==> src/rtl/uart_pkg.sv <==
// Shared types and defaults for the UART transfer buffer.
//   txState_t : TX handshake FSM states
//   rxState_t : RX fetch FSM states
//   rxEntry_t : one RX FIFO entry (error flag + byte)
//   RX_RDY / RX_ERR : bit positions inside RxStatus
package uart_pkg;

  typedef enum logic [1:0] {
    TX_IDLE,
    TX_START,
    TX_WAIT_BUSY,
    TX_WAIT_DONE
  } txState_t;

  typedef enum logic {
    RX_IDLE,
    RX_WAIT_CLR
  } rxState_t;

  typedef struct packed {
    logic       err;
    logic [7:0] data;
  } rxEntry_t;

  localparam int RX_RDY = 0;
  localparam int RX_ERR = 1;

  localparam int DEF_DEPTH_LOG2 = 4;
  localparam int DEF_TIMEOUT    = 65535;
  localparam int DEF_TO_W       = 16;

endpackage

==> src/rtl/uart_xfer_buf_if.sv <==
// Handshake bundle between the transfer buffer and the uart_io stage.
//   TxStart  : one-cycle start pulse, buffer -> uart_io
//   TxData   : byte to send, stable from TxStart until TxStatus falls
//   TxStatus : transmitter busy, uart_io -> buffer
//   RxFetch  : one-cycle acknowledge of a received byte, buffer -> uart_io
//   RxData   : received byte, uart_io -> buffer
//   RxStatus : [0] byte ready, [1] error with that byte
// master = buffer side, slave = uart_io side.
interface uart_xfer_buf_if;
  logic       TxStart;
  logic [7:0] TxData;
  logic       TxStatus;
  logic       RxFetch;
  logic [7:0] RxData;
  logic [1:0] RxStatus;

  modport master (
    output TxStart, TxData, RxFetch,
    input  TxStatus, RxData, RxStatus
  );

  modport slave (
    input  TxStart, TxData, RxFetch,
    output TxStatus, RxData, RxStatus
  );
endinterface

==> src/rtl/uart_sync_fifo.sv <==
// Single-clock show-ahead FIFO.
//   RSClk, Reset : clock, async active-high reset (clears pointers)
//   wrEn, wrData : push; accepted when not full, or when full and popping
//   rdEn         : pop; ignored while empty
//   rdData       : head entry, forced to zero while empty
//   full, empty  : status from (DEPTH_LOG2+1)-bit pointers
//   level        : occupancy = wrPtr - rdPtr
module uart_sync_fifo #(
  parameter int WIDTH      = 8,
  parameter int DEPTH_LOG2 = 4
) (
  input  logic                RSClk,
  input  logic                Reset,
  input  logic                wrEn,
  input  logic [WIDTH-1:0]    wrData,
  input  logic                rdEn,
  output logic [WIDTH-1:0]    rdData,
  output logic                full,
  output logic                empty,
  output logic [DEPTH_LOG2:0] level
);
  localparam int DEPTH = 1 << DEPTH_LOG2;

  logic [WIDTH-1:0]    mem [DEPTH];
  logic [DEPTH_LOG2:0] wrPtr, rdPtr;
  logic                doWr, doRd;

  // Same index with differing wrap bits means the write side has lapped.
  assign empty = (wrPtr == rdPtr);
  assign full  = (wrPtr[DEPTH_LOG2] != rdPtr[DEPTH_LOG2]) &&
                 (wrPtr[DEPTH_LOG2-1:0] == rdPtr[DEPTH_LOG2-1:0]);
  assign level = wrPtr - rdPtr;

  // A pop frees the slot the simultaneous push lands in, so full+pop accepts.
  assign doRd = rdEn && !empty;
  assign doWr = wrEn && (!full || doRd);

  always_ff @(posedge RSClk or posedge Reset) begin
    if (Reset) begin
      wrPtr <= '0;
      rdPtr <= '0;
    end else begin
      if (doWr) wrPtr <= wrPtr + 1'b1;
      if (doRd) rdPtr <= rdPtr + 1'b1;
    end
  end

  always_ff @(posedge RSClk) begin
    if (doWr) mem[wrPtr[DEPTH_LOG2-1:0]] <= wrData;
  end

  // Storage is not reset; masking keeps the head at zero when nothing is queued.
  assign rdData = empty ? '0 : mem[rdPtr[DEPTH_LOG2-1:0]];

endmodule

==> src/rtl/uart_xfer_buf.sv <==
// Byte-stream buffer between the host side and uart_io.
//   Host TX : TxWrEn/TxWrData push, TxFull, TxLevel
//   Host RX : RxRdEn pop, RxRdData/RxRdErr show-ahead head, RxEmpty, RxLevel
//   Errors  : TxTimeoutErr, RxOverflowErr sticky, ErrClr clears (set wins)
//   io      : handshake to uart_io (TxStart/TxData/TxStatus, RxFetch/RxData/RxStatus)
// TX FIFO drains one byte per TxStart/TxStatus handshake; the RX side polls
// RxStatus and acks each captured byte with RxFetch.
module uart_xfer_buf
  import uart_pkg::*;
#(
  parameter int DEPTH_LOG2 = DEF_DEPTH_LOG2,
  parameter int TIMEOUT    = DEF_TIMEOUT,
  parameter int TO_W       = DEF_TO_W
) (
  input  logic                RSClk,
  input  logic                Reset,
  input  logic                TxWrEn,
  input  logic [7:0]          TxWrData,
  output logic                TxFull,
  output logic [DEPTH_LOG2:0] TxLevel,
  input  logic                RxRdEn,
  output logic [7:0]          RxRdData,
  output logic                RxRdErr,
  output logic                RxEmpty,
  output logic [DEPTH_LOG2:0] RxLevel,
  input  logic                ErrClr,
  output logic                TxTimeoutErr,
  output logic                RxOverflowErr,
  uart_xfer_buf_if.master     io
);
  localparam logic [TO_W-1:0] TO_LAST = TO_W'(TIMEOUT - 1);

  // ---------------- TX path ----------------
  txState_t        txState;
  logic [TO_W-1:0] toCnt;
  logic            txEmpty, txPop, txToHit;
  logic [7:0]      txHead;

  uart_sync_fifo #(.WIDTH(8), .DEPTH_LOG2(DEPTH_LOG2)) txFifo (
    .RSClk  (RSClk),
    .Reset  (Reset),
    .wrEn   (TxWrEn),
    .wrData (TxWrData),
    .rdEn   (txPop),
    .rdData (txHead),
    .full   (TxFull),
    .empty  (txEmpty),
    .level  (TxLevel)
  );

  assign txPop   = (txState == TX_IDLE) && !txEmpty && !io.TxStatus;
  // Counter is cleared in START, so this fires TIMEOUT cycles into WAIT_BUSY.
  assign txToHit = (txState == TX_WAIT_BUSY) && !io.TxStatus && (toCnt == TO_LAST);

  always_ff @(posedge RSClk or posedge Reset) begin
    if (Reset) begin
      txState      <= TX_IDLE;
      toCnt        <= '0;
      io.TxStart   <= 1'b0;
      io.TxData    <= 8'h00;
      TxTimeoutErr <= 1'b0;
    end else begin
      io.TxStart <= 1'b0;
      case (txState)
        TX_IDLE: begin
          if (txPop) begin
            io.TxData  <= txHead;
            io.TxStart <= 1'b1;
            txState    <= TX_START;
          end
        end
        TX_START: begin
          toCnt   <= '0;
          txState <= TX_WAIT_BUSY;
        end
        TX_WAIT_BUSY: begin
          if (io.TxStatus)  txState <= TX_WAIT_DONE;
          else if (txToHit) txState <= TX_IDLE;  // byte is abandoned
          else              toCnt   <= toCnt + TO_W'(1);
        end
        TX_WAIT_DONE: begin
          if (!io.TxStatus) txState <= TX_IDLE;
        end
        default: txState <= TX_IDLE;
      endcase

      if (txToHit)     TxTimeoutErr <= 1'b1;
      else if (ErrClr) TxTimeoutErr <= 1'b0;
    end
  end

  // ---------------- RX path ----------------
  rxState_t rxState;
  rxEntry_t rxHold, rxHead;
  logic     rxFull, rxCap;

  // The captured entry is written on the edge that ends the RxFetch pulse,
  // so RxFetch doubles as the FIFO write strobe.
  uart_sync_fifo #(.WIDTH($bits(rxEntry_t)), .DEPTH_LOG2(DEPTH_LOG2)) rxFifo (
    .RSClk  (RSClk),
    .Reset  (Reset),
    .wrEn   (io.RxFetch),
    .wrData (rxHold),
    .rdEn   (RxRdEn),
    .rdData (rxHead),
    .full   (rxFull),
    .empty  (RxEmpty),
    .level  (RxLevel)
  );

  assign RxRdData = rxHead.data;
  assign RxRdErr  = rxHead.err;

  // Full FIFO withholds the fetch; uart_io keeps the byte and flags any loss later.
  // A pending write has always landed before IDLE is re-entered.
  assign rxCap = (rxState == RX_IDLE) && io.RxStatus[RX_RDY] && !rxFull;

  always_ff @(posedge RSClk or posedge Reset) begin
    if (Reset) begin
      rxState       <= RX_IDLE;
      rxHold        <= '0;
      io.RxFetch    <= 1'b0;
      RxOverflowErr <= 1'b0;
    end else begin
      io.RxFetch <= 1'b0;
      case (rxState)
        RX_IDLE: begin
          if (rxCap) begin
            rxHold.err  <= io.RxStatus[RX_ERR];
            rxHold.data <= io.RxData;
            io.RxFetch  <= 1'b1;
            rxState     <= RX_WAIT_CLR;
          end
        end
        RX_WAIT_CLR: begin
          if (!io.RxStatus[RX_RDY]) rxState <= RX_IDLE;
        end
        default: rxState <= RX_IDLE;
      endcase

      if (rxCap && io.RxStatus[RX_ERR]) RxOverflowErr <= 1'b1;
      else if (ErrClr)                  RxOverflowErr <= 1'b0;
    end
  end

endmodule
==> src/flat_wrapper.sv <==
// flat-port wrapper written by rule: the top's interface ports become plain ports
module uart_xfer_buf_flat import uart_pkg::*;
#(
  parameter int DEPTH_LOG2 = DEF_DEPTH_LOG2,
  parameter int TIMEOUT    = DEF_TIMEOUT,
  parameter int TO_W       = DEF_TO_W
)
  (RSClk, Reset, TxWrEn, TxWrData, TxFull, TxLevel, RxRdEn, RxRdData, RxRdErr, RxEmpty, RxLevel, ErrClr, TxTimeoutErr, RxOverflowErr, io_TxStart, io_TxData, io_RxFetch, io_TxStatus, io_RxData, io_RxStatus);
  uart_xfer_buf_if io_i ();
  input  logic RSClk;
  input  logic Reset;
  input  logic TxWrEn;
  input  logic [7:0] TxWrData;
  output logic TxFull;
  output logic [DEPTH_LOG2:0] TxLevel;
  input  logic RxRdEn;
  output logic [7:0] RxRdData;
  output logic RxRdErr;
  output logic RxEmpty;
  output logic [DEPTH_LOG2:0] RxLevel;
  input  logic ErrClr;
  output logic TxTimeoutErr;
  output logic RxOverflowErr;
  output wire logic [$bits(io_i.TxStart)-1:0] io_TxStart;
  output wire logic [$bits(io_i.TxData)-1:0] io_TxData;
  output wire logic [$bits(io_i.RxFetch)-1:0] io_RxFetch;
  input wire logic [$bits(io_i.TxStatus)-1:0] io_TxStatus;
  input wire logic [$bits(io_i.RxData)-1:0] io_RxData;
  input wire logic [$bits(io_i.RxStatus)-1:0] io_RxStatus;
  assign io_TxStart = io_i.TxStart;
  assign io_TxData = io_i.TxData;
  assign io_RxFetch = io_i.RxFetch;
  assign io_i.TxStatus = io_TxStatus;
  assign io_i.RxData = io_RxData;
  assign io_i.RxStatus = io_RxStatus;
  uart_xfer_buf #(.DEPTH_LOG2(DEPTH_LOG2), .TIMEOUT(TIMEOUT), .TO_W(TO_W)) u_core (.RSClk(RSClk), .Reset(Reset), .TxWrEn(TxWrEn), .TxWrData(TxWrData), .TxFull(TxFull), .TxLevel(TxLevel), .RxRdEn(RxRdEn), .RxRdData(RxRdData), .RxRdErr(RxRdErr), .RxEmpty(RxEmpty), .RxLevel(RxLevel), .ErrClr(ErrClr), .TxTimeoutErr(TxTimeoutErr), .RxOverflowErr(RxOverflowErr), .io(io_i));
endmodule
==> config.mk <==
export PLATFORM = sky130hd
export DESIGN_NAME = uart_xfer_buf_flat
export DESIGN_NICKNAME = d
export VERILOG_FILES = /design/src/rtl/uart_pkg.sv /design/src/rtl/uart_xfer_buf_if.sv /design/src/rtl/uart_sync_fifo.sv /design/src/rtl/uart_xfer_buf.sv /design/src/flat_wrapper.sv
export SDC_FILE = /design/constraint.sdc
export NUM_CORES = 1
export LEC_CHECK = 0
export CORE_ASPECT_RATIO = 1.5
export CORE_UTILIZATION = 35
export CTS_BUF_LIST = sky130_fd_sc_hd__clkbuf_8
export DETAILED_ROUTE_END_ITERATION = 10
export GPL_ROUTABILITY_DRIVEN = 0
export PLACE_DENSITY = 0.61
export SLEW_MARGIN = 20
export SYNTH_ARGS = -nofsm -noshare
export SYNTH_HDL_FRONTEND = slang
export SYNTH_SLANG_ARGS = --single-unit
==> constraint.sdc <==
create_clock -name RSClk -period 4.9 [get_ports RSClk]
set_clock_uncertainty 0.05 [all_clocks]
set_input_delay 0.49 -clock RSClk [delete_from_list [all_inputs] [get_ports RSClk]]
set_output_delay 0.49 -clock RSClk [all_outputs]
set_load 0.03 [all_outputs]
---- Word level (Yosys, flattened, before mapping) ----
Memory sizes are Yosys's and may differ from the RTL's. A register that Yosys moved wholly into a read port is not among the register bits.
Cells that the tools add are included.
word-level totals
  bits in writable memories ............... 272
  memories ................................ 2
  register bits after elaboration ......... 52
  input port bits ......................... 24
  word-level logic and storage cells ...... 88
memory list
  memory             depth  bits a word  read ports  clocked after Yosys merged registers in  write ports  line                  RTL
  u_core.rxFifo.mem  16     9            1           0                                        1            uart_sync_fifo.sv:24  logic [WIDTH-1:0] mem [DEPTH];
  u_core.txFifo.mem  16     8            1           1                                        1            uart_sync_fifo.sv:24
cells by class
  reductions and logical operators ........ 28
  bitwise operators ....................... 1
  mux-type cells .......................... 22
  equality and inequality tests ........... 15
  add/subtract/negate cells ............... 7
operators by type and width
  kind                                                   count
  2-to-1 mux 16 bit                                      2
  case mux 16 bit (2 select lines)                       1
  adder 5 x 1 -> 5 bit, second input constant            4
  adder 16 x 1 -> 16 bit, second input constant          1
  == test 16 bit, second input constant                  1
  logical AND 1 bit                                      13
  2-to-1 mux 1 bit                                       12
  == test 5 bit                                          2
  subtractor 5 bit                                       2
  2-to-1 mux 9 bit                                       1
  == test 4 bit                                          2
  2-to-1 mux 2 bit                                       4
  inequality test 2 bit, second input constant           4
  case mux 2 bit (4 select lines)                        1
  AND reduction 3 bit                                    2
  nonzero test 2 bit                                     3
  zero test 1 bit                                        5
  == test 2 bit, second input constant                   2
  AND reduction 2 bit                                    2
  inequality test 3 x 2 -> 1 bit, second input constant  1
  == test 2 x 1 -> 1 bit, second input constant          1
  zero test 2 bit                                        1
  logical OR 1 bit                                       2
  inequality test 1 bit                                  2
  2 further kinds                                        2

---- Longest topological paths before layout ----
Gate-level depths: netlist (run 1).
  depth in word-level cells ............... 9
  gate-level depth with buffers ........... 9

---- Cells and area by module ----
Synthesis (run 1) repeated with hierarchy kept, for this count alone.
unflattened totals
  cells, all modules ...................... 757
  area, all modules ....................... 13849.5 sq um
modules (own cells, without submodules)
  module                           cells each  area an instance (sq um)  instances  sequential area each (sq um)
  uart_sync_fifo at u_core.rxFifo  318         6316.1                    1          4574.4
  uart_sync_fifo at u_core.txFifo  293         5710.5                    1          4093.9
  uart_xfer_buf                    146         1823.0                    1          1001.0

---- Worst setup path after synthesis (run 1) ----
Ideal clock, no wire load.
  path type ............................... reg2reg
  start ................................... register u_core.rxFifo.rdPtr[1]
  end ..................................... memory u_core.rxFifo.mem[3][0] (netlist name) (enable)
  clock period less this slack ............ 3.501 ns
  slack ................................... 1.399 ns
  arrival time ............................ 3.064 ns
  data required time ...................... 4.463 ns
  buffers on the path ..................... 2
  stages on the path, launching flop included .. 9
  library setup time ...................... 0.387 ns
  cell sequence ........................... dfrtp_1 clkbuf_1 inv_1 clkbuf_1 ha_1 and4_1 a31oi_1 nand2_1 nor3_1
between the ends
  cells in the longest elaborated chain, start to end .. 7
  elaborated cells on any way between the ends .. 10
RTL lines
  item                                                         line                                        RTL
  start, declared                                              uart_sync_fifo.sv:25                        logic [DEPTH_LOG2:0] wrPtr, rdPtr;
  start signal, assigned                                       uart_sync_fifo.sv:44                        if (doRd) rdPtr <= rdPtr + 1'b1;
  == test 5 bit / == test 4 bit (equally long branches)        uart_sync_fifo.sv:29, uart_sync_fifo.sv:31
  zero test 1 bit / logical AND 1 bit (equally long branches)  uart_sync_fifo.sv:35, uart_sync_fifo.sv:30
  logical AND 1 bit / zero test 1 bit (equally long branches)  uart_sync_fifo.sv:35, uart_sync_fifo.sv:36
  logical OR 1 bit *                                           uart_sync_fifo.sv:36                        assign doWr = wrEn && (!full || doRd);
  logical AND 1 bit *                                          uart_sync_fifo.sv:36
  2-to-1 mux 1 bit *                                           uart_sync_fifo.sv:49                        if (doWr) mem[wrPtr[DEPTH_LOG2-1:0]] <= wrData;
  2-to-1 mux 1 bit (not written as such) *                     uart_sync_fifo.sv:49
  end, declared                                                uart_sync_fifo.sv:24
Every way passes the cells marked *; elsewhere a longest branch is shown, timed or not.

---- Final worst setup path (run 1) ----
  start ................................... register u_core.rxFifo.rdPtr[1]
  end ..................................... output RxRdErr
between the ends
  cells in the longest elaborated chain, start to end .. 2
  elaborated cells on any way between the ends .. 3
RTL lines
  item                                                         line                  RTL
  memory (16 x 9 bit) / == test 5 bit (equally long branches)  -
  2-to-1 mux 9 bit *                                           uart_sync_fifo.sv:53  assign rdData = empty ? '0 : mem[rdPtr[DEPTH_LOG2-1:0]];
  end, declared                                                flat_wrapper.sv:18    output logic RxRdErr;
Marked as above.

==> results.md, run 1 <==
* Layout cells sized above 1 at 18.4%
* Hold WC Path Type: in2async
* GRT overflow at 0
* Setup crit start kind: flip-flop
* Leakage power at 5.46 nW
* Cell row count at 87
* Nets at 912
* Dpl ws at 1.25 ns
* Area of the die at 0.0394 sq mm
* Final slew viol count at 0
* Clk sinks at 332
* Synthesized area at 0.0135 sq mm
* Crit. End Element: primary output
* Final worst slack at 0.863 ns
* I/O pins at 57
* Total number of vias at 7158
* Yosys cell types at 48
* Worst-path clk slew at 0.07 ns
* Initial Util at 35.8%
* Vias in the first global route at 7792
* First-pass GRT wire length at 45400 um
* Required @ worst endpoint at 4.36 ns
* Max clock buf depth at 3
* Top FF cell, synth: edfxtp_1
* CTS resizes at 0
* Pwr Density at 621 mW/mm^2
* Yosys reg bits at 332
* RSZ-0062 raised after global routing: no
* DIE HEIGHT at 243 um
* Tmin final at 4.04 ns
* Warnings from Yosys at 0
* Area grow syn2layout at 16.4%
* Pin count of the biggest net entering global routing at 39
* Synth Instances at 778
* ANT cells at 0
* Slowest stage cell, crit path: clkdlybuf4s50_1
* Setup violators final at 0
* Worst hold margin at 0.260 ns
* Residual DRC at 0
* Pre-antenna DRT Iters at 5
* Input/output buffers at 56
* Core Box Area at 0.0378 sq mm
* Hold_buf cts at 0
* Tot GR Track Use at 15.5%
* WP data arrival at 3.50 ns
* Worst path cell trace: buf_4 -> inv_1 -> ha_1 -> and4_1 -> nand2_1 -> nand2_1 -> o22ai_1 -> clkdlybuf4s50_1
* CTS H-Tree Depth at 2
* Critical path's top delay family: buffers and inverters
* CTS Buf Count at 51
* Slew headroom at 33.9%
* Crit path buffers/inverters at 3
* Post-Synthesis Net Count at 824
* Syn avg cell area at 17.4 sq um
* Max Cap Violations at 0
* Vias/cell at 5.12
* Most frequent cells in the layout: edfxtp_1, clkbuf_8, dfrtp_1
* Peak supply drop at 0.627 mV
* Most frequent CP cell: nand2_1
* Final hold vios at 0
* Setup TNS at 0 ns
* Antenna violations before repair at 0
* Worst-Skew Late Latency at 0.61 ns
* Status: complete, no violations
* Crit-path max cell delay at 0.71 ns
* Crit path kind: reg2out
* Slew @ Worst Pin at 0.988 ns
* Initial DRC Count at 340
* Routed length per instance at 21.2 um
* Worst Path Max Fanout at 22
* CTS tree: built
* Root Driver: clkbuf_8
* Post-CTS setup buffers at 0
* Post-synth EDFFs at 272
* FMAX at 248 MHz
* Commonest non-fill, non-tap cell in the layout: edfxtp_1
* Hpwl dp at 20000 um
* Register area share after synthesis at 71.5%
* Die width at 162 um
* Period Utilization, post-route at 82.4%
* Async set or reset register ratio after synthesis at 18.1%
* Drt total wl at 29600 um
* Antenna-violating nets left at 0
-- report_power, final --
group	internal [mW]	total, mW	switching, mW
clock	1.28	2.36	1.09
combinational	1.51	3.49	1.98
sequential	3.51	3.92	0.411
total	6.29	9.77	3.48
-- sequential cells by signal, indices dropped and copies added, names as in the netlist, 8 cells and up --
register,count
u_core.txFifo.mem,128
u_core.toCnt,16
u_core.rxFifo.mem,144
u_core.rxHold,9
u_core.io.TxData,8
-- worst paths after layout --
check                                            start                       end  slack (ns)  cells past startpoint
worst max-delay path            u_core.rxFifo.rdPtr[1]                   RxRdErr        0.86                      8
worst min-delay path                             Reset            u_core.rxState        0.26                      2
worst max register to register  u_core.rxFifo.rdPtr[1]  u_core.rxFifo.mem[13][5]        1.26                      7
worst min register to register        u_core.toCnt[15]          u_core.toCnt[15]        0.43                      1
max in group asynchronous                        Reset    u_core.txFifo.rdPtr[1]        3.48                      3
min in group RSClk                      io_RxStatus[0]            u_core.rxState        0.42                      2
-- metal layers --
metal | vias to the layer above | track usage [%] | share of wire (%)
met5 | - | 0 | 0
met2 | 179 | 30.2 | 57
met1 | 3658 | 16.0 | 36
met3 | 69 | 2.75 | 3.7
met4 | 0 | 6.22 | 3.2
li1 | 3252 | - | -
-- cells by family after synthesis --
logic type / after synthesis / share of synthesized area [%]
flops: 332 / 71.5
fa+ha+maj: 22 / 2.15
simple gates: 134 / 4.95
mux: 113 / 13.6
xor+xnor: 25 / 1.62
buf+inv: 65 / 1.99
compound gates: 87 / 4.17
-- Yosys cell counts, types with 7 or more instances --
cell type / number / share of area [%]
edfxtp_1: 272 / 60
dfrtp_1: 60 / 11
mux4_2: 55 / 9.2
mux2i_1: 48 / 3.6
nor2_1: 45 / 1.2
inv_1: 30 / 0.83
nand2_1: 29 / 0.81
o22ai_1: 24 / 1.1
xnor2_1: 22 / 1.4
ha_1: 20 / 1.9
clkbuf_1: 16 / 0.44
a21oi_1: 14 / 0.52
buf_2: 14 / 0.52
nand4_1: 13 / 0.60
nor3_1: 13 / 0.48
a31oi_1: 9 / 0.42
mux2_2: 9 / 0.75
o31ai_1: 9 / 0.50
o21ai_0: 8 / 0.30
a22oi_1: 7 / 0.39
nand3_1: 7 / 0.26
-- through the flow --
stage / utilization [%] / std cells / cell area [sq um] / power, mW
finish: 41.7 / 1398 / 15700 / 9.77
CTS: 41.7 / 1398 / 15700 / 9.90
detailed placement: 38.8 / 1302 / 14700 / 7.50
floorplan: - / 778 / 13500 / 6.20
global route: 41.7 / 1398 / 15700 / 10.3
global placement: 38.8 / 1302 / 14600 / 7.45
-- worst register-to-register path, stage by stage, from the launching register on --
cell,delay [ns]
dfrtp_1,0.35
buf_4,0.23
inv_1,0.42
ha_1,0.34
and4_1,0.22
a31oi_1,0.59
nand2_1,0.30
nor2_1,0.75
-- final cells by class --
cell class                      count  area, sq um
Clock inverter                     37          260
Timing Repair Buffer               69          658
Sequential cell                   332         9670
Inverter                           31          116
Clock buffer                       59          812
Fill cell                        3436        22000
Tap cell                          489          612
Multi-Input combinational cell    381         3610
No activity file was read; power rests on OpenSTA's default activity.
==> inputs of run 2 (changes only) <==
- PLACE_DENSITY: 0.61 -> 0.63
- clock period: 4.9 -> 3.4 ns (I/O delays scaled with it)
==> results.md, run 2 (synthesis results as in run 1) <==
* Hold WC Path Type: in2async
* Most frequent cells in the layout: edfxtp_1, dfrtp_1, clkbuf_8
* Vias/cell at 4.99 (-2.6%)
* Peak supply drop at 1.30 mV (+110%)
* Hpwl dp at 19000 um (-4.7%)
* Dpl ws at 0.709 ns (-0.541 ns)
* Worst-Skew Late Latency at 0.59 ns (-0.02 ns)
* I/O pins at 57 (unchanged)
* Area grow syn2layout at 17.5%
* Number of flip-flops in the largest register at 144 (unchanged)
* Crit. End Element: primary output
* Post-CTS setup buffers at 0 (unchanged)
* Slew @ Worst Pin at 1.06 ns (+0.0742 ns)
* Combinational power share at 36.8% (+1.1 points)
* RSZ-0062 raised after global routing: no
* Max clock buf depth at 3 (unchanged)
* Setup crit start kind: flip-flop
* FMAX at 316 MHz
* Worst-path clk slew at 0.06 ns (about the same)
* Area of the die at 0.0394 sq mm (unchanged)
* Initial DRC Count at 319 (-6.2%)
* First-pass GRT wire length at 43200 um (-5.0%)
* Final hold vios at 0 (unchanged)
* Initial Util at 35.8% (unchanged)
* Pre-antenna DRT Iters at 6 (+1)
* ANT cells at 0 (unchanged)
* Reg power frac at 40.1% (about the same)
* Die width at 162 um (unchanged)
* Switch Pwr at 4.90 mW (+41%)
* Tmin final at 3.17 ns
* Setup TNS at 0 ns (unchanged)
* GRT overflow at 0 (unchanged)
* Pin count of the biggest net entering global routing at 43 (+10%)
* Worst R2R Path Depth at 7 (unchanged)
* Leakage power at 5.64 nW (+3.3%)
* Crit path kind: reg2out
* Worst Path Max Fanout at 39 (+77%)
* Post-Place Cells at 1332 (+2.3%)
* Sw Share at 35.3% (-0.30 points)
* Input/output buffers at 56 (unchanged)
* Cell row count at 87 (unchanged)
* Clk sinks at 332 (unchanged)
* Tot GR Track Use at 14.5% (-1.0 points)
* Layout cells sized above 1 at 20.9% (+2.5 points)
* WP data arrival at 2.78 ns (-0.72 ns)
* Residual DRC at 0 (unchanged)
* Drt total wl at 27800 um (-5.9%)
* Hold_buf cts at 0 (unchanged)
* Vias in the first global route at 7583 (-2.7%)
* Status: complete, no violations
* Commonest non-fill, non-tap cell in the layout: edfxtp_1
* Nets at 942 (+3.3%)
* Antenna violations before repair at 0 (unchanged)
* Period Utilization, post-route at 93.1%
* Post-Layout Cell Count at 1427 (+2.1%)
* CTS tree: built
* CTS H-Tree Depth at 2 (unchanged)
* Antenna-violating nets left at 0 (unchanged)
* Pint at 8.97 mW (+43%)
* Root Driver: clkbuf_8
* Final worst slack at 0.233 ns (-0.630 ns)
* Clock network fraction of total power at 23.1% (-1.1 points)
* Max Cap Violations at 0 (unchanged)
* DIE HEIGHT at 243 um (unchanged)
* Pwr Density at 873 mW/mm^2 (+41%)
* Core Box Area at 0.0378 sq mm (unchanged)
* Routed length per instance at 19.5 um (-7.8%)
* Setup violators final at 0 (unchanged)
* CTS Buf Count at 51 (unchanged)
* Slew headroom at 28.6% (-5.3 points)
* Final slew viol count at 0 (unchanged)
* Total number of vias at 7119 (-0.54%)
* Required @ worst endpoint at 3.01 ns (-1.35 ns)
run 2: critical path, cell delays in order (launching register included):
cell and delay [ns]:
dfrtp_2 0.35, buf_4 0.60, mux4_2 0.61, mux2i_1 0.24
o22ai_1 0.15, buf_4 0.20
run 2: power by group through the flow:
stage          Combinational (mW)  Sequential (mW)  Clock, mW
2_1_floorplan                3.45             5.49          0
3_3_place_gp                 5.19             5.61          0
3_5_place_dp                 5.20             5.64          0
4_1_cts                      5.23             5.57       3.30
5_1_grt                      5.50             5.63       3.49
6_report                     5.11             5.56       3.20
run 2: path summary, 6_finish.rpt:
path	slack [ns]	start	end
max	0.23	u_core.rxFifo.rdPtr[0]	RxRdData[0]
min	0.16	Reset	u_core.io.TxData[6]
max reg2reg	0.85	u_core.txFifo.rdPtr[3]	u_core.txFifo.mem[3][3]
min reg2reg	0.44	u_core.toCnt[15]	u_core.toCnt[15]
max in group asynchronous	2.37	Reset	u_core.rxHold[1]
min in group RSClk	0.31	ErrClr	u_core.TxTimeoutErr
run 2: routing by layer:
metal  GRT usage (%)  part of all wire (%)  vias to the layer above  wire length (um)
met5               0                     0                        -                 0
met4            5.60                   3.0                        0               834
met3            2.68                   3.9                       53              1090
met2            27.1                    55                      149             15400
met1            15.9                    38                     3608             10500
li1                -                     -                     3309                 -
run 2: cell type report:
type / instances / area (sq um)
clock buffer: 57 / 785
multi-input combinational: 381 / 3600
tap: 489 / 612
inverter: 31 / 118
sequential: 332 / 9670
timing repair buffer: 99 / 876
clock inverter: 38 / 219
fill: 3386 / 21900
run 2: what timing repair did:
| item | in CTS | in global routing |
|---|---|---|
| hold endpoints to repair | 0 | 0 |
| resized for setup | 0 | 2 |
| endpoints found under the setup margin | 0 | 2 |
run 2: through the flow:
step | power (mW) | hold WS [ns] | utilization [%] | cell area [sq um]
floorplan | 8.94 | 0.389 | - | 13500
global placement | 10.8 | 0.415 | 39.4 | 14900
detailed placement | 10.8 | 0.433 | 39.4 | 14900
CTS | 14.1 | 0.267 | 42.0 | 15900
global route | 14.6 | 0.207 | 42.0 | 15900
finish | 13.9 | 0.158 | 42.0 | 15900
==> inputs of run 3 (changes only) <==
- CORE_UTILIZATION: 35 -> 45
- GPL_TIMING_DRIVEN: unset -> 0
- PLACE_DENSITY: 0.63 -> 0.74
==> results.md, run 3 (synthesis results as in run 1) <==
* Status: complete, no violations
* RSZ-0062 raised after global routing: yes
* First-pass GRT wire length at 42700 um (-1.1%)
* I/O pins at 57 (unchanged)
* Finished Cell Area at 0.0157 sq mm (-1.0%)
* Worst path cell trace: clkbuf_8 -> inv_1 -> buf_6 -> ha_1 -> and4_1 -> nand2_1 -> nand2_2 -> o22ai_1 -> clkdlybuf4s15_2
* Reg-to-Reg End: u_core.txFifo.mem[14][4]
* Period Utilization, post-route at 95.2% (+2.0 points)
* CTS H-Tree Depth at 2 (unchanged)
* Most frequent cells in the layout: edfxtp_1, dfrtp_1, mux4_2
* Area of the die at 0.0307 sq mm (-22%)
* Number of flip-flops in the largest register at 144 (unchanged)
* CTS Buf Count at 48 (-5.9%)
* Layout cells sized above 1 at 21.7% (+0.83 points)
* Combinational power share at 38.1% (+1.3 points)
* Initial DRC Count at 481 (+51%)
* Commonest non-fill, non-tap cell in the layout: edfxtp_1
* Tot GR Track Use at 18.9% (+4.4 points)
* FMAX at 309 MHz (-2.1%)
* WP data arrival at 2.85 ns (+0.07 ns)
* Reg power frac at 39.8% (-0.3 points)
* R2R Setup Slk at 0.19 ns (-0.66 ns)
* Cell row count at 77 (-11%)
* Required @ worst endpoint at 3.01 ns (about the same)
* Setup TNS at 0 ns (unchanged)
* Slowest stage cell, crit path: dfrtp_1
* Antenna violations before repair at 0 (unchanged)
* Final hold vios at 0 (unchanged)
* Initial Util at 45.8% (+10 points)
* Max clock buf depth at 3 (unchanged)
* Clock network fraction of total power at 22.1% (-1.0 points)
* Final worst slack at 0.164 ns (-0.0694 ns)
* Reg2Reg Launch Point: u_core.txFifo.rdPtr[1]
* Crit-path max cell delay at 0.43 ns (-0.18 ns)
* Pwr Density at 878 mW/mm^2 (+0.56%)
* Number of filler cells placed in the layout at 2401 (-29%)
* Peak supply drop at 0.560 mV (-57%)
* Pre-antenna DRT Iters at 4 (-2)
* Root Driver: clkbuf_8
* Worst Path Max Fanout at 10 (-74%)
* Post-Layout Cell Count at 1320 (-7.5%)
* Worst-Skew Late Latency at 0.60 ns (about the same)
* Antenna-violating nets left at 0 (unchanged)
* Post-Place Cells at 1233 (-7.4%)
* Slew @ Worst Pin at 0.821 ns (-0.242 ns)
* Setup crit start kind: flip-flop
* Tmin final at 3.24 ns (+0.0694 ns)
* Vias/cell at 5.46 (+9.5%)
* Drt total wl at 27600 um (-1.0%)
* Core Box Area at 0.0295 sq mm (-22%)
* Residual DRC at 0 (unchanged)
* Routed length per instance at 20.9 um (+7.0%)
* Max Cap Violations at 0 (unchanged)
* Leakage power at 5.47 nW (-3.0%)
* GRT overflow at 0 (unchanged)
* Vias in the first global route at 7642 (+0.78%)
* Final slew viol count at 0 (unchanged)
* Worst-path clk slew at 0.07 ns (about the same)
* Hpwl dp at 19100 um (+0.13%)
* Hold_buf cts at 0 (unchanged)
* Die width at 144 um (-12%)
* DP Area at 0.0147 sq mm (-1.4%)
* Worst R2R Path Depth at 9 (+2)
* Pint at 8.75 mW (-2.5%)
* Worst Setup SP: u_core.rxFifo.rdPtr[1]
* Hold WC Path Type: in2async
* Pin count of the biggest net entering global routing at 32 (-26%)
* DIE HEIGHT at 214 um (-12%)
* Switch Pwr at 5.06 mW (+3.2%)
* Input/output buffers at 56 (unchanged)
* Nets at 934 (-0.85%)
* Area grow syn2layout at 16.3%
* CTS tree: built
* Dpl ws at -0.946 ns (-1.65 ns)
* Crit path kind: reg2out
* Sw Share at 36.6% (+1.3 points)
* Setup violators final at 0 (unchanged)
* Crit. End Element: primary output
* Clk sinks at 332 (unchanged)
* Slew headroom at 45.3% (+17 points)
* Total number of vias at 7208 (+1.3%)
* ANT cells at 0 (unchanged)
-- run 3: cell count changes in the layout (fill, tap and decap cells not counted), sizes merged --
cell           change
buf               -24
clkbuf             +9
inv                -9
clkinv             +7
dlygate4sd2        +4
clkdlybuf4s15      +3
clkdlybuf4s50      -2
dlymetal6s2s       -2
clkdlybuf4s18      +1
-- run 3: what timing repair did --
action,in CTS,in global routing
gates resized for setup,69,22
buffers inserted,0,1
pin swaps,0,1
endpoints found under the setup margin,249,209
-- run 3: worst max path at each step --
stage | endpoint | slack [ns] | cells after the start
4_1_cts | u_core.txFifo.mem[2][6] | -0.08 | 9
5_1_grt | u_core.txFifo.mem[14][0] | -0.05 | 9
3_5_place_dp | u_core.rxFifo.mem[10][2] | -0.95 | 8
2_1_floorplan | u_core.rxFifo.mem[1][0] | -0.08 | 8
3_3_place_gp | u_core.rxFifo.mem[2][0] | -1.36 | 8
6_report | RxRdData[2] | 0.16 | 9
-- run 3: metrics by stage --
step                      hold WS [ns]  total power [mW]  utilization [%]
after floorplan                  0.389              8.94                -
after global placement           0.417              10.7             49.5
after detailed placement         0.433              10.9             49.7
after CTS                       0.0318              13.9             53.2
after global routing            0.0581              14.5             53.3
final                           0.0516              13.8             53.3
-- run 3: power by group through the flow --
stage	Sequential, mW	Combinational [mW]	Clock, mW
final	5.50	5.25	3.05
after global routing	5.56	5.66	3.30
after CTS	5.49	5.31	3.12
after detailed placement	5.57	5.29	0
after global placement	5.53	5.19	0
after floorplan	5.49	3.45	0
-- run 3: worst max-delay path: cells and delay by family, from the launching register on --
family	cells	cell delay (ns)
buffers and inverters	4	0.83
and+or+nand+nor	3	0.53
DFF	1	0.43
adders and majority gates	1	0.26
AOI/OAI and AO/OA	1	0.21
-- run 3: layout make-up --
class                   instances  area [sq um]  share of cell area, %
flip-flops and latches        332          9670                   61.5
clock inverters                36           221                   1.41
well taps                     395           494                   3.14
multi-input cells             381          3740                   23.8
inverters                      31           119                  0.756
plain buffers                  33           174                   1.11
clock buffers                  51           702                   4.47
repair buffers                 61           592                   3.77
-- run 3: routing by layer --
| layer | GRT usage, % | vias up | share of wire (%) |
|---|---|---|---|
| li1 | - | 3294 | - |
| met1 | 21.2 | 3628 | 36 |
| met3 | 3.64 | 73 | 5.1 |
| met2 | 33.8 | 213 | 55 |
| met5 | 0 | - | 0 |
| met4 | 8.90 | 0 | 3.7 |
